`config.mk`:
```
export PLATFORM = sky130hd
export DESIGN_NAME = pulse_handshake_tx
export DESIGN_NICKNAME = d
export VERILOG_FILES = /design/src/rtl/edge_sync_pkg.sv /design/src/rtl/sync_bit.sv /design/src/rtl/pulse_handshake_tx.sv
export SDC_FILE = /design/constraint.sdc
export NUM_CORES = 1
export LEC_CHECK = 0
export CORE_MARGIN = 3
export CORE_UTILIZATION = 42
export CTS_CLUSTER_DIAMETER = 200
export DETAILED_ROUTE_END_ITERATION = 16
export MAX_ROUTING_LAYER = met4
export PLACE_DENSITY = 0.72
export REMOVE_ABC_BUFFERS = 1
export SETUP_SLACK_MARGIN = 0.5
export SKIP_CTS_REPAIR_TIMING = 1
export SYNTH_ARGS = -nofsm -noshare
export SYNTH_HDL_FRONTEND = slang
export SYNTH_SLANG_ARGS = --single-unit
```
`constraint.sdc`:
```
create_clock -name clk -period 2.1 [get_ports clk]
set_clock_uncertainty 0.05 [all_clocks]
set_input_delay 0.42 -clock clk [delete_from_list [all_inputs] [get_ports clk]]
set_output_delay 0.42 -clock clk [all_outputs]
set_load 0.005 [all_outputs]
```
`src/rtl/edge_sync_pkg.sv`:
```
// Shared definitions for the req/ack edge-synchronizer pair (tx and rx sides).
// Holds the handshake state encoding and the default synchronizer depth.
package edge_sync_pkg;

   typedef enum logic [1:0] {
      IDLE     = 2'd0,
      REQ_HI   = 2'd1,
      ACK_WAIT = 2'd2
   } hs_state_e;

   localparam int unsigned SYNC_STAGES_DEF = 2;

endpackage

```
`src/rtl/sync_bit.sv`:
```
// Single-bit multi-flop synchronizer with asynchronous active-low reset.
// Legal depth is 2 to 4 stages.
module sync_bit
   import edge_sync_pkg::*;
#(
   parameter int unsigned SYNC_STAGES = SYNC_STAGES_DEF
) (
   input  logic clk,
   input  logic rst_n,
   input  logic d,
   output logic q
);

   logic [SYNC_STAGES-1:0] chain;

   always_ff @(posedge clk or negedge rst_n) begin
      if (!rst_n) begin
         chain <= '0;
      end else begin
         chain <= {chain[SYNC_STAGES-2:0], d};
      end
   end

   assign q = chain[SYNC_STAGES-1];

endmodule

```
`src/rtl/pulse_handshake_tx.sv`:
```
// Source side of a four-phase req/ack crossing: each input pulse becomes one
// full handshake; pulses arriving mid-handshake are counted and replayed.
module pulse_handshake_tx
   import edge_sync_pkg::*;
#(
   parameter int unsigned CNT_W       = 4,
   parameter int unsigned SYNC_STAGES = SYNC_STAGES_DEF
) (
   input  logic             clk,
   input  logic             rst_n,
   input  logic             pulse_in,
   input  logic             ack_async,
   input  logic             ovf_clr,
   output logic             req,
   output logic             busy,
   output logic             done,
   output logic [CNT_W-1:0] pending,
   output logic             overflow
);

   localparam logic [CNT_W-1:0] PEND_MAX = '1;

   hs_state_e        state;
   hs_state_e        state_nxt;
   logic             ack_s;
   logic             req_nxt;
   logic             done_nxt;
   logic             launch_cnt;
   logic             launch_new;
   logic             inc;
   logic             dec;
   logic [CNT_W-1:0] pending_nxt;
   logic             overflow_nxt;

   sync_bit #(
      .SYNC_STAGES(SYNC_STAGES)
   ) u_ack_sync (
      .clk  (clk),
      .rst_n(rst_n),
      .d    (ack_async),
      .q    (ack_s)
   );

   // A launch either consumes the incoming pulse directly or pulls one queued
   // event from the counter; queued events always go first.
   always_comb begin
      state_nxt  = state;
      done_nxt   = 1'b0;
      launch_cnt = 1'b0;
      launch_new = 1'b0;
      case (state)
         IDLE: begin
            if (pending != '0) begin
               launch_cnt = 1'b1;
               state_nxt  = REQ_HI;
            end else if (pulse_in) begin
               launch_new = 1'b1;
               state_nxt  = REQ_HI;
            end
         end
         REQ_HI: begin
            if (ack_s) begin
               state_nxt = ACK_WAIT;
            end
         end
         ACK_WAIT: begin
            if (!ack_s) begin
               done_nxt = 1'b1;
               if (pending != '0) begin
                  launch_cnt = 1'b1;
                  state_nxt  = REQ_HI;
               end else if (pulse_in) begin
                  launch_new = 1'b1;
                  state_nxt  = REQ_HI;
               end else begin
                  state_nxt = IDLE;
               end
            end
         end
         default: state_nxt = IDLE;
      endcase
      req_nxt = (state_nxt == REQ_HI);
   end

   always_comb begin
      inc          = pulse_in & ~launch_new;
      dec          = launch_cnt;
      pending_nxt  = pending;
      overflow_nxt = overflow & ~ovf_clr;
      if (inc && !dec) begin
         if (pending == PEND_MAX) begin
            overflow_nxt = 1'b1;
         end else begin
            pending_nxt = pending + 1'b1;
         end
      end else if (dec && !inc) begin
         pending_nxt = pending - 1'b1;
      end
   end

   always_ff @(posedge clk or negedge rst_n) begin
      if (!rst_n) begin
         state    <= IDLE;
         req      <= 1'b0;
         done     <= 1'b0;
         pending  <= '0;
         overflow <= 1'b0;
      end else begin
         state    <= state_nxt;
         req      <= req_nxt;
         done     <= done_nxt;
         pending  <= pending_nxt;
         overflow <= overflow_nxt;
      end
   end

   assign busy = (state != IDLE);

endmodule

```
==> results.py <==
metrics = {
    "synth": {
        "synth-async-reset-ratio_pct": 100.0,
        "yosysMostFrequentCell": "dfrtp_1",
        "ys_types": 28,
        "synthCells": 47,
        "yosysTopAreaCellShare_pct": 48.67,
        "synth_area_sq_um": 565.5,
        "synth_area_leader_cell": "dfrtp_1",
        "yosys-top-cells-area": "dfrtp_1 49%, ha_1 4.4%, fa_1 3.5%, mux2i_1 3.5%, o22ai_1 3.3%",
        "yosysSeqAreaShare_pct": 48.67,
        "ys.flop_type": "dfrtp_1",
        "synth_edf_count": 0,
        "yosysWarningCount": 0,
        "synth.avg_cell_area_sq_um": 12.03,
        "ys_seq_elements": 11,
        "synth_commonest_cells": "11 x dfrtp_1, 3 x o22ai_1",
    },
    "floorplanning": {
        "die-area_sq_mm": 0.001823,
        "coreArea_sq_mm": 0.001186,
        "core.rowCount": 12,
        "initial_core_util_pct": 47.68,
        "fp.dieW_microns": 42.70,
        "die_height_microns": 42.70,
        "io_pins": 13,
    },
    "global_route": {
        "grt_pass1_vias": 401,
        "overflow": 0,
        "grt_max_degree": 12,
        "grt_use_total_pct": 13.46,
        "grt_pass1_wl_microns": 1787,
        "antenna_found_initial": 0,
    },
    "finish": {
        "instances_no_fill": 88,
        "drive_above_1_share_pct": 43.24,
        "multi_input_area_sq_um": 305.3,
        "syn_to_final_growth_pct": 53.32,
        "regArea_sq_um": 279.0,
        "fin_nets": 83,
        "design_area_sq_um": 867.1,
        "fin_util_pct": 73.10,
        "num-fill-cells": 88,
        "num_antenna_cells": 0,
    },
    "sta": {
        "rsz0062_at_grt": "yes",
        "period_minus_slack_ps": 1891,
        "fmax_ghz": 0.5288,
        "drv_slew": 0,
        "setup_viol": 0,
        "worst_slack_ps": 208.9,
        "worstMarginPinSlew_ps": 492.8,
        "slew_headroom_pct": 67.04,
        "finalHoldViolCount": 0,
        "setup_tns_ps": 0,
        "fin_crit_sh_pct": 90.05,
    },
    "setup_path": {
        "crit_type": "reg2reg",
        "cp.required_ps": 2210,
        "start_kind": "register",
        "slowest_delay_ps": 380,
        "endpoint_kind": "register",
        "cp_data_arrival_time_ps": 2000,
        "worstPathCellList": "a21o_1 -> and2_4 -> inv_6 -> ha_4 -> a21o_1 -> a21oi_2 -> buf_4 -> mux2i_1 -> mux2i_1",
        "path_delay_family": "compound AO/OA/AOI/OAI gates",
        "cp_slowest_cell": "dfrtp_1",
        "worstPathMaxFanout": 4,
        "critPathBufInv": 2,
    },
    "place": {
        "post-place-ws_ps": -275.9,
        "dp_hpwl_microns": 779.5,
        "port_buffers": 12,
        "place_area_sq_um": 729.5,
        "dp_cells": 77,
        "routabilityCongestion": 0.8112,
    },
    "drt": {
        "drt-initial-drc-count": 2,
        "ant_nets": 0,
        "drt-pass1-iter-count": 4,
        "viasPerCell": 5.125,
        "wl_per_cell_microns": 14.19,
        "num_vias": 451,
        "drc_errors": 0,
        "wl_microns": 1249,
    },
    "outcome": {
        "status": "finished clean",
    },
    "power": {
        "clkPwrFrac_pct": 11.4,
        "peakVddDrop_uv": 865.1,
        "p_int_uw": 837.1,
        "power.share.combinational_pct": 59.1,
        "power_switching_uw": 486.5,
        "seq_power_share_pct": 29.6,
        "p_leak_uw": 0.0004486,
        "switching_share_pct": 36.75,
        "power.density_mw_per_mm2": 1526,
    },
    "cts": {
        "worstSkewPairLatency_ps": 270,
        "clock_sinks": 11,
        "cts_tree": "built",
        "htree_levels": 1,
        "clockBufferDepth": 2,
        "numCtsBuffers": 3,
        "cts_root_buffer": "clkbuf_4",
        "clk_pin_slew_ps": 70,
    },
    "worst_hold_path": {
        "min_path_type": "reg2reg",
    },
    "job": {
        "max_cap_violations": 0,
    },
}
==> power by group through the flow <==
stage,clock network [uW],logic [uW],registers [uW]
after detailed placement,0,632,390
after global routing,163,856,403
after floorplan,0,368,380
after global placement,0,613,386
after CTS,152,634,386
final,150,782,392
==> stage by stage <==
stage / total power, uW / hold WS, ps
global placement: 999.3 / 283.9
global route: 1423 / 318.9
finish: 1324 / 304.4
CTS: 1172 / 307.5
floorplan: 748.3 / 74.41
detailed placement: 1022 / 290.3
==> registers in the layout, indices dropped and copies added, names as in the netlist <==
name              flops
done                  1
overflow              1
pending               4
req                   1
state                 2
u_ack_sync.chain      2
==> placed cells by master (no fill, tap or decap) <==
cell / synthesis / layout
buf_4: 0 / 11
dfrtp_1: 11 / 8
dlymetal6s2s_1: 0 / 7
clkdlybuf4s50_1: 0 / 4
o22ai_1: 3 / 3
clkbuf_4: 0 / 3
dfrtp_2: 0 / 3
a21o_1: 2 / 2
nand2b_1: 2 / 2
nor2_1: 2 / 2
mux2i_1: 2 / 2
mux2_4: 1 / 2
or2_2: 1 / 1
and2_4: 0 / 1
inv_6: 0 / 1
a21boi_0: 1 / 1
nor4_2: 1 / 1
nor2b_1: 1 / 1
inv_1: 2 / 1
nand4_1: 1 / 1
nor3_2: 1 / 1
a21oi_2: 0 / 1
and3_4: 1 / 1
xor2_2: 0 / 1
nor3b_2: 0 / 1
a21oi_1: 2 / 1
nand2_1: 1 / 1
o221ai_1: 1 / 1
o21ai_1: 0 / 1
nor2_2: 1 / 1
xnor2_1: 1 / 1
fa_1: 1 / 1
ha_1: 2 / 1
ha_4: 0 / 1
clkbuf_1: 0 / 1
clkbuf_2: 0 / 1
buf_6: 1 / 1
==> final timing paths <==
path | from | endpoint | slack [ps] | cells past startpoint
min in group asynchronous | rst_n | req | 420 | 1
setup reg to reg | u_ack_sync.chain[1] | pending[3] | 210 | 9
max in group asynchronous | rst_n | pending[2] | 1220 | 1
hold / removal | u_ack_sync.chain[0] | u_ack_sync.chain[1] | 300 | 0
setup / recovery | u_ack_sync.chain[1] | pending[3] | 210 | 9
hold reg to reg | u_ack_sync.chain[0] | u_ack_sync.chain[1] | 300 | 0
==> layer usage <==
metal	vias up	part of all wire (%)	track usage [%]
met3	2	6.9	5.085
met5	-	0	-
met4	0	0.64	5.590
li1	219	-	-
met1	217	47	18.09
met2	13	45	17.96
==> cell families (layout without fill, tap and decap cells) <==
logic type | after synthesis | after routing | share of synthesized area (%)
AOI/OAI and AO/OA | 10 | 10 | 11.50
DFF | 11 | 11 | 48.67
muxes | 4 | 4 | 8.185
and+or+nand+nor | 14 | 14 | 17.26
buffers and inverters | 3 | 30 | 3.319
xor gates and xnor gates | 2 | 2 | 3.098
adders and majority gates | 3 | 3 | 7.964
==> final cells by class <==
type	instances	share of cell area, %
multi-input combinational	33	35.21
sequential	11	32.18
timing repair buffer	24	26.12
clock buffer	4	3.030
tap	14	2.020
inverter	2	1.443
(Power assumes the default switching activity.)
